[src/rtl/iir_y_requant.sv]
// Purpose : requantize the IIR adder-tree sum S[3,23] to y[n] S[1,15] (round half-up, saturate),
//           hold the y[n-1]/y[n-2] feedback taps and count saturation events.
// Latency : 2 cycles input accept -> out_valid; 1 sample/cycle. Backpressure: both stages stall on out_valid && !out_ready.
module iir_y_requant #(
    parameter int IN_INT   = 3,
    parameter int IN_FRAC  = 23,
    parameter int OUT_INT  = 1,
    parameter int OUT_FRAC = 15,
    parameter int CNT_W    = 8
) (
    input  logic                          clk,
    input  logic                          rst,
    input  logic [IN_INT+IN_FRAC:0]       in_data,
    input  logic                          in_valid,
    output logic                          in_ready,
    output logic [OUT_INT+OUT_FRAC:0]     out_data,
    output logic                          out_valid,
    input  logic                          out_ready,
    output logic [OUT_INT+OUT_FRAC:0]     y_d1,
    output logic [OUT_INT+OUT_FRAC:0]     y_d2,
    output logic                          ovf_flag,
    output logic [CNT_W-1:0]              ovf_cnt,
    input  logic                          ovf_clr
);

    localparam int IN_W  = IN_INT + IN_FRAC + 1;
    localparam int OUT_W = OUT_INT + OUT_FRAC + 1;
    // Number of fractional bits dropped by the requantization.
    localparam int D     = IN_FRAC - OUT_FRAC;
    // Width of the rounded value: (IN_W+1)-bit sum shifted right by D.
    // Always at least OUT_W+1, so the saturation test has a guard bit.
    localparam int RW    = IN_W + 1 - D;

    localparam logic [OUT_W-1:0] SAT_MAX = {1'b0, {(OUT_W-1){1'b1}}};
    localparam logic [OUT_W-1:0] SAT_MIN = {1'b1, {(OUT_W-1){1'b0}}};
    localparam logic [CNT_W-1:0] CNT_ONE = {{(CNT_W-1){1'b0}}, 1'b1};
    localparam logic [CNT_W-1:0] CNT_MAX = {CNT_W{1'b1}};

    // Stage 1 (rounded value) registers
    logic              s1_valid_q, s1_valid_d;
    logic [RW-1:0]     s1_r_q,     s1_r_d;

    // Stage 2 (saturated output) registers
    logic              out_valid_q, out_valid_d;
    logic [OUT_W-1:0]  out_data_q,  out_data_d;
    logic              sat_event_q, sat_event_d;

    // Feedback taps
    logic [OUT_W-1:0]  y_d1_q, y_d1_d;
    logic [OUT_W-1:0]  y_d2_q, y_d2_d;

    // Overflow monitor
    logic              ovf_flag_q, ovf_flag_d;
    logic [CNT_W-1:0]  ovf_cnt_q,  ovf_cnt_d;

    // Combinational helpers
    logic              adv;
    logic              xfer_out;
    logic [IN_W:0]     rnd_one;
    logic [IN_W:0]     rnd_sum;
    logic [RW-1:0]     r_rnd;
    logic              rnd_frac_unused;
    logic              pos_ovf;
    logic              neg_ovf;
    logic [OUT_W-1:0]  sat_val;

    // The whole pipe moves together: it advances whenever the output slot is empty or being drained.
    assign adv      = ~out_valid_q | out_ready;
    assign xfer_out = out_valid_q & out_ready;

    // Round half-up: sign-extend by one bit so adding the half-LSB can never wrap, then drop D bits.
    always_comb begin
        rnd_one        = '0;
        rnd_one[D-1]   = 1'b1;
        rnd_sum        = {in_data[IN_W-1], in_data} + rnd_one;
    end

    assign r_rnd           = rnd_sum[IN_W:D];
    // The discarded fraction bits only matter through the carry they produce.
    assign rnd_frac_unused = ^rnd_sum[D-1:0];

    // Saturate: the rounded value fits S[OUT_INT,OUT_FRAC] only if all bits above the output sign agree with it.
    always_comb begin
        pos_ovf = ~s1_r_q[RW-1] &  (|s1_r_q[RW-2:OUT_W-1]);
        neg_ovf =  s1_r_q[RW-1] & ~(&s1_r_q[RW-2:OUT_W-1]);
        sat_val = s1_r_q[OUT_W-1:0];
        if (pos_ovf) begin
            sat_val = SAT_MAX;
        end else if (neg_ovf) begin
            sat_val = SAT_MIN;
        end
    end

    // Next-state for pipeline, feedback taps and overflow monitor.
    always_comb begin
        s1_valid_d  = s1_valid_q;
        s1_r_d      = s1_r_q;
        out_valid_d = out_valid_q;
        out_data_d  = out_data_q;
        sat_event_d = sat_event_q;
        y_d1_d      = y_d1_q;
        y_d2_d      = y_d2_q;
        ovf_flag_d  = ovf_flag_q;
        ovf_cnt_d   = ovf_cnt_q;

        if (adv) begin
            s1_valid_d  = in_valid;
            s1_r_d      = r_rnd;
            out_valid_d = s1_valid_q;
            out_data_d  = sat_val;
            sat_event_d = s1_valid_q & (pos_ovf | neg_ovf);
        end

        // Taps shift only when y[n] actually leaves the stage, so stalls never skew the recursion.
        if (xfer_out) begin
            y_d2_d = y_d1_q;
            y_d1_d = out_data_q;
        end

        // Events are counted at output transfer so a stalled sample is counted exactly once; clear wins.
        if (ovf_clr) begin
            ovf_flag_d = 1'b0;
            ovf_cnt_d  = '0;
        end else if (xfer_out && sat_event_q) begin
            ovf_flag_d = 1'b1;
            if (ovf_cnt_q != CNT_MAX) begin
                ovf_cnt_d = ovf_cnt_q + CNT_ONE;
            end
        end
    end

    // State registers with synchronous reset; reset discards anything in flight.
    always_ff @(posedge clk) begin
        if (rst) begin
            s1_valid_q  <= 1'b0;
            s1_r_q      <= '0;
            out_valid_q <= 1'b0;
            out_data_q  <= '0;
            sat_event_q <= 1'b0;
            y_d1_q      <= '0;
            y_d2_q      <= '0;
            ovf_flag_q  <= 1'b0;
            ovf_cnt_q   <= '0;
        end else begin
            s1_valid_q  <= s1_valid_d;
            s1_r_q      <= s1_r_d;
            out_valid_q <= out_valid_d;
            out_data_q  <= out_data_d;
            sat_event_q <= sat_event_d;
            y_d1_q      <= y_d1_d;
            y_d2_q      <= y_d2_d;
            ovf_flag_q  <= ovf_flag_d;
            ovf_cnt_q   <= ovf_cnt_d;
        end
    end

    assign in_ready  = adv;
    assign out_data  = out_data_q;
    assign out_valid = out_valid_q;
    assign y_d1      = y_d1_q;
    assign y_d2      = y_d2_q;
    assign ovf_flag  = ovf_flag_q;
    assign ovf_cnt   = ovf_cnt_q;

endmodule
[config.mk]
export PLATFORM = sky130hd
export DESIGN_NAME = iir_y_requant
export DESIGN_NICKNAME = d
export VERILOG_FILES = /design/src/rtl/iir_y_requant.sv
export SDC_FILE = /design/constraint.sdc
export NUM_CORES = 1
export LEC_CHECK = 0
export CORE_UTILIZATION = 45
export DETAILED_ROUTE_END_ITERATION = 12
export MAX_ROUTING_LAYER = met4
export PLACE_DENSITY = 0.78
export SETUP_SLACK_MARGIN = 0.5
export SYNTH_ARGS = -nofsm -noshare
export SYNTH_HDL_FRONTEND = slang
export SYNTH_SLANG_ARGS = --single-unit
[constraint.sdc]
create_clock -name clk -period 2.8 [get_ports clk]
set_input_delay 0.84 -clock clk [delete_from_list [all_inputs] [get_ports clk]]
set_output_delay 0.84 -clock clk [all_outputs]
set_load 0.1 [all_outputs]
Word-level counts from Yosys, hierarchy flattened
Cells that the tools add are included.
{ "word_totals": {"reg_bits": 83, "in_bits": 32, "output_inout_bits": 62} }
{ "classes": {"n_addsub": 2, "n_eq_ne": 1, "n_mux": 2, "bitwise_logic": 9, "reduce_logical": 5} }
{ "ops": {"columns": ["cell", "n"], "rows": [
  ["17-bit 2-to-1 mux", 2],
  ["27-bit by 9-bit adder with 28-bit output, second input constant", 1],
  ["8-bit by 1-bit adder with 8-bit output, second input constant", 1],
  ["8-bit != test, second input constant", 1],
  ["1-bit bitwise AND", 4],
  ["1-bit inverter", 3],
  ["3-bit AND reduction", 1],
  ["3-bit OR reduction", 1],
  ["1-bit bitwise OR", 2],
  ["2-bit AND reduction", 1],
  ["2-bit OR reduction", 1],
  ["1-bit logical AND", 1]
]} }

Longest topological paths before layout
{ "logic_depth": {"word_depth": 5, "ltp_mapped": 7, "depth_no_buf": 5} }

Worst setup path before layout
OpenSTA, ideal clock, no wires.
{ "synth_path": {"path_type": "register to output", "from": "reg out_valid_q, in the netlist out_valid", "to": "out in_ready", "arrival_ps": 2502, "setup_slack_ps": -542, "stages_incl_launch_ff": 6, "path_cell_list": "dfxtp_1 -> nor2b_1 -> clkbuf_1 -> inv_1 -> clkbuf_1 -> clkbuf_1"} }
{ "synth_via": {"elab_chain_cells": 2} }
{ "synth_rtl": {"columns": ["item", "line_no", "source"], "rows": [
  ["from (decl)", "44", "logic out_valid_q, out_valid_d;"],
  ["from (signal assigned)", "147", "out_valid_q <= out_valid_d;"],
  ["1-bit inverter", "68", "assign adv = ~out_valid_q | out_ready;"],
  ["1-bit bitwise OR", "68", null],
  ["to (decl)", "15", "output logic in_ready,"]
]} }
No other way between the ends.

Worst setup path in the final report
{ "layout_path": {"from": "in in_data[14]", "to": "reg s1_r_q[16]"} }
{ "layout_via": {"elab_chain_cells": 1} }
{ "layout_rtl": {"columns": ["item", "line_no", "source"], "rows": [
  ["from (decl)", "13", "input logic [IN_INT+IN_FRAC:0] in_data,"],
  ["27-bit by 9-bit adder with 28-bit output", "75", "rnd_sum = {in_data[IN_W-1], in_data} + rnd_one;"],
  ["to (signal assigned)", "146", "s1_r_q <= s1_r_d;"],
  ["to (decl)", "41", "logic [RW-1:0] s1_r_q, s1_r_d;"]
]} }
No other way between the ends.
A chain may end at the register's enable or synchronous reset.

==> results.json <==
{
  "status": "completed",
  "clock-sinks": 83,
  "die_h_um": 88.3,
  "io_pins": 94,
  "ctsLongestPathBuffers": 2,
  "htree_levels": 3,
  "leakagePower_uw": 0.00180,
  "yosysSeqAreaShare_pct": 49.6,
  "worstMarginPinSlew_ns": 0.583,
  "critical-path-slowest-cell": "or4_1",
  "rsz0062_at_grt": "true",
  "start_util_pct": 46.4,
  "viasPerCell": 5.09,
  "synth_cell_types": 37,
  "netlist_area_um2": 3350,
  "r2r_start": "out_valid$_SDFFE_PP0P_",
  "hp-class": "reg2reg",
  "crit_chain": "clkdlybuf4s50_1 -> and4_2 -> nand3_4 -> or4_1 -> a311oi_2",
  "cts_tree": "built",
  "dp_slack_ns": -0.00592,
  "synth_cells": 415,
  "dr_total_vias": 3116,
  "dieArea_um2": 7800,
  "min_period_ns": 2.24,
  "maxSlewViolCount": 0,
  "crit_type": "in2reg",
  "first_pass_iters": 4,
  "fin_skew_ns": 0.00638,
  "synth_nets": 449,
  "dp_hpwl_um": 5420,
  "layout_commonest_cell": "nand2_1",
  "ys_ff_latch": 83,
  "grt.total_usage_pct": 20.6,
  "worstPathArrival_ns": 2.50,
  "setup_viol": 0,
  "grt_pass1_wl_um": 12200,
  "stdcell_area_um2": 4530,
  "coreArea_um2": 7210,
  "antenna_found_initial": 0,
  "yosys_warnings": 0,
  "drtIter0Drc": 128,
  "layout.cells.non_filler": 612,
  "fin_crit_sh_pct": 80.0,
  "cts.clk_slew.worst_paths_ns": 0.08,
  "layout_setup_ws_ns": 0.559,
  "critPathMaxFanout": 9,
  "drive_above_1_share_pct": 23.0,
  "worstPathRequired_ns": 3.06,
  "postCtsHoldBufs": 0,
  "synth.avg_cell_area_um2": 8.07,
  "wl_um": 7610,
  "vdd_ir_drop_max_v": 0.000240,
  "max_stage_delay_ns": 0.51,
  "cp-startpoint": "in_data[14]",
  "grt_start_max_net_pins": 59,
  "detail-route-antenna-nets": 0,
  "hold_violations": 0,
  "die_w_um": 88.3,
  "relSlewSlack_pct": 61.1,
  "portBuffers": 86,
  "crit_buf_inv": 1,
  "placed_cell_area_um2": 4280,
  "fmax_mhz": 446,
  "layout_common_cells": "85 x nand2_1, 83 x buf_4, 82 x dfxtp_1, 58 x a21oi_1, 43 x nor2_1",
  "gp_congestion": 0.885,
  "grt_pass1_vias": 2649,
  "maxCapViolCount": 0,
  "cts_made_buffers": 9,
  "final_util_pct": 62.7,
  "drt-wirelength-per-cell_um": 12.4,
  "drc": 0,
  "clk_latency_ns": 0.35,
  "root_buffer": "clkbuf_8",
  "final_nets": 542,
  "critPathCaptureType": "register",
  "p_per_area_nw_per_um2": 566,
  "place_inst": 595,
  "start_kind": "primary input",
  "syn2layout_area_growth_pct": 35.1,
  "crit_family": "simple AND/OR/NAND/NOR gates",
  "num_rows": 31,
  "overflow": 0,
  "num_antenna_cells": 0,
  "hp-start": "y_d2[9]$_SDFFE_PP0N_"
}
worst paths after layout:
kind	endpoint	slack, ns	cells past startpoint
setup / recovery	s1_r_q[16]$_SDFFE_PP0P_	0.56	5
hold / removal	y_d2[9]$_SDFFE_PP0N_	0.46	2
setup reg to reg	out_data[3]$_SDFFE_PP0P_	1.17	8
hold reg to reg	y_d2[9]$_SDFFE_PP0N_	0.46	2
synth_stat cells:
cell type	instances	area share, %
or3_2	1	0.22
o21ai_0	5	0.75
xor2_1	9	2.4
or4_1	4	0.90
or2_2	2	0.37
dfxtp_1	83	50
a21oi_1	58	8.7
and3_2	1	0.22
nor3_1	19	2.8
a41oi_1	1	0.26
nor2_1	43	4.8
o311ai_0	1	0.26
and4_1	2	0.52
or3_1	3	0.56
nand4_1	5	0.93
a311oi_1	6	1.6
o211ai_1	1	0.22
a211oi_1	12	2.7
inv_1	4	0.45
xnor2_1	5	1.3
ha_1	2	0.75
nand3_1	11	1.6
mux2i_1	1	0.30
a2111oi_0	1	0.26
clkbuf_1	27	3.0
nand4b_1	1	0.26
and2_1	4	0.75
o31ai_1	4	0.90
o31a_1	2	0.52
nor2b_1	1	0.19
nand2_1	85	9.5
nor4_1	4	0.75
o2111ai_1	1	0.26
nand3_4	1	0.52
and3_1	3	0.56
o21ai_1	1	0.15
buf_2	1	0.15
worst register-to-register path: cells and delay by family (launching register included):
family / cells / cell delay (ns)
DFF: 1 / 0.36
buffers and inverters: 4 / 0.63
AOI/OAI and AO/OA: 2 / 0.16
and+or+nand+nor: 2 / 0.40
cells by family (layout without fill, tap and decap cells):
family | Yosys count | in the layout | synth area share (%)
AOI/OAI and AO/OA | 93 | 93 | 16.5
xor gates and xnor gates | 14 | 14 | 3.66
and+or+nand+nor | 190 | 190 | 25.6
muxes | 1 | 1 | 0.299
adders and majority gates | 2 | 2 | 0.747
buffers and inverters | 32 | 130 | 3.62
DFF | 83 | 83 | 49.6
flip-flops by register name, indices dropped and copies added (netlist names):
| signal | flops |
|---|---|
| ovf_cnt | 8 |
| sat_event_q | 1 |
| out_valid | 1 |
| ovf_flag | 1 |
| y_d1 | 17 |
| s1_valid_q | 1 |
| out_data | 17 |
| s1_r_q | 20 |
| y_d2 | 17 |
layout make-up:
| cell class | count | area [um^2] |
|---|---|---|
| repair buffers | 110 | 915 |
| clock inverters | 4 | 25.0 |
| inverters | 4 | 15.0 |
| flip-flops and latches | 83 | 1660 |
| multi-input cells | 300 | 1630 |
| clock buffers | 12 | 155 |
| well taps | 99 | 124 |
| fillers | 653 | 2690 |
where the power goes:
group / switching [uW] / total [uW] / internal (uW)
logic: 372 / 513 / 142
clock network: 404 / 772 / 368
registers: 40.9 / 1280 / 1240
total: 817 / 2560 / 1740
metal layers:
metal | up-vias | global-route usage [%] | routed length, um
met5 | - | - | 0
met4 | 0 | 9.09 | 117
met3 | 12 | 2.61 | 318
met2 | 84 | 30.8 | 3530
met1 | 1397 | 27.8 | 3640
li1 | 1623 | - | -
metrics by stage:
stage | hold slack, ns | power, uW | setup TNS, ns
after detailed placement | 0.448 | 1810 | -0.00592
after global placement | 0.440 | 1810 | 0
after floorplan | 0.432 | 1660 | 0
final | 0.455 | 2560 | 0
after global routing | 0.477 | 2670 | 0
after CTS | 0.458 | 2580 | 0
what timing repair did:
action | 4_1_cts | 5_1_grt
pin swaps | 1 | 0
setup endpoints to repair | 6 | 7
resized for setup | 9 | 10
hold endpoints to repair | 0 | 0
setup buffers | 1 | 0
(Power assumes the default switching activity.)
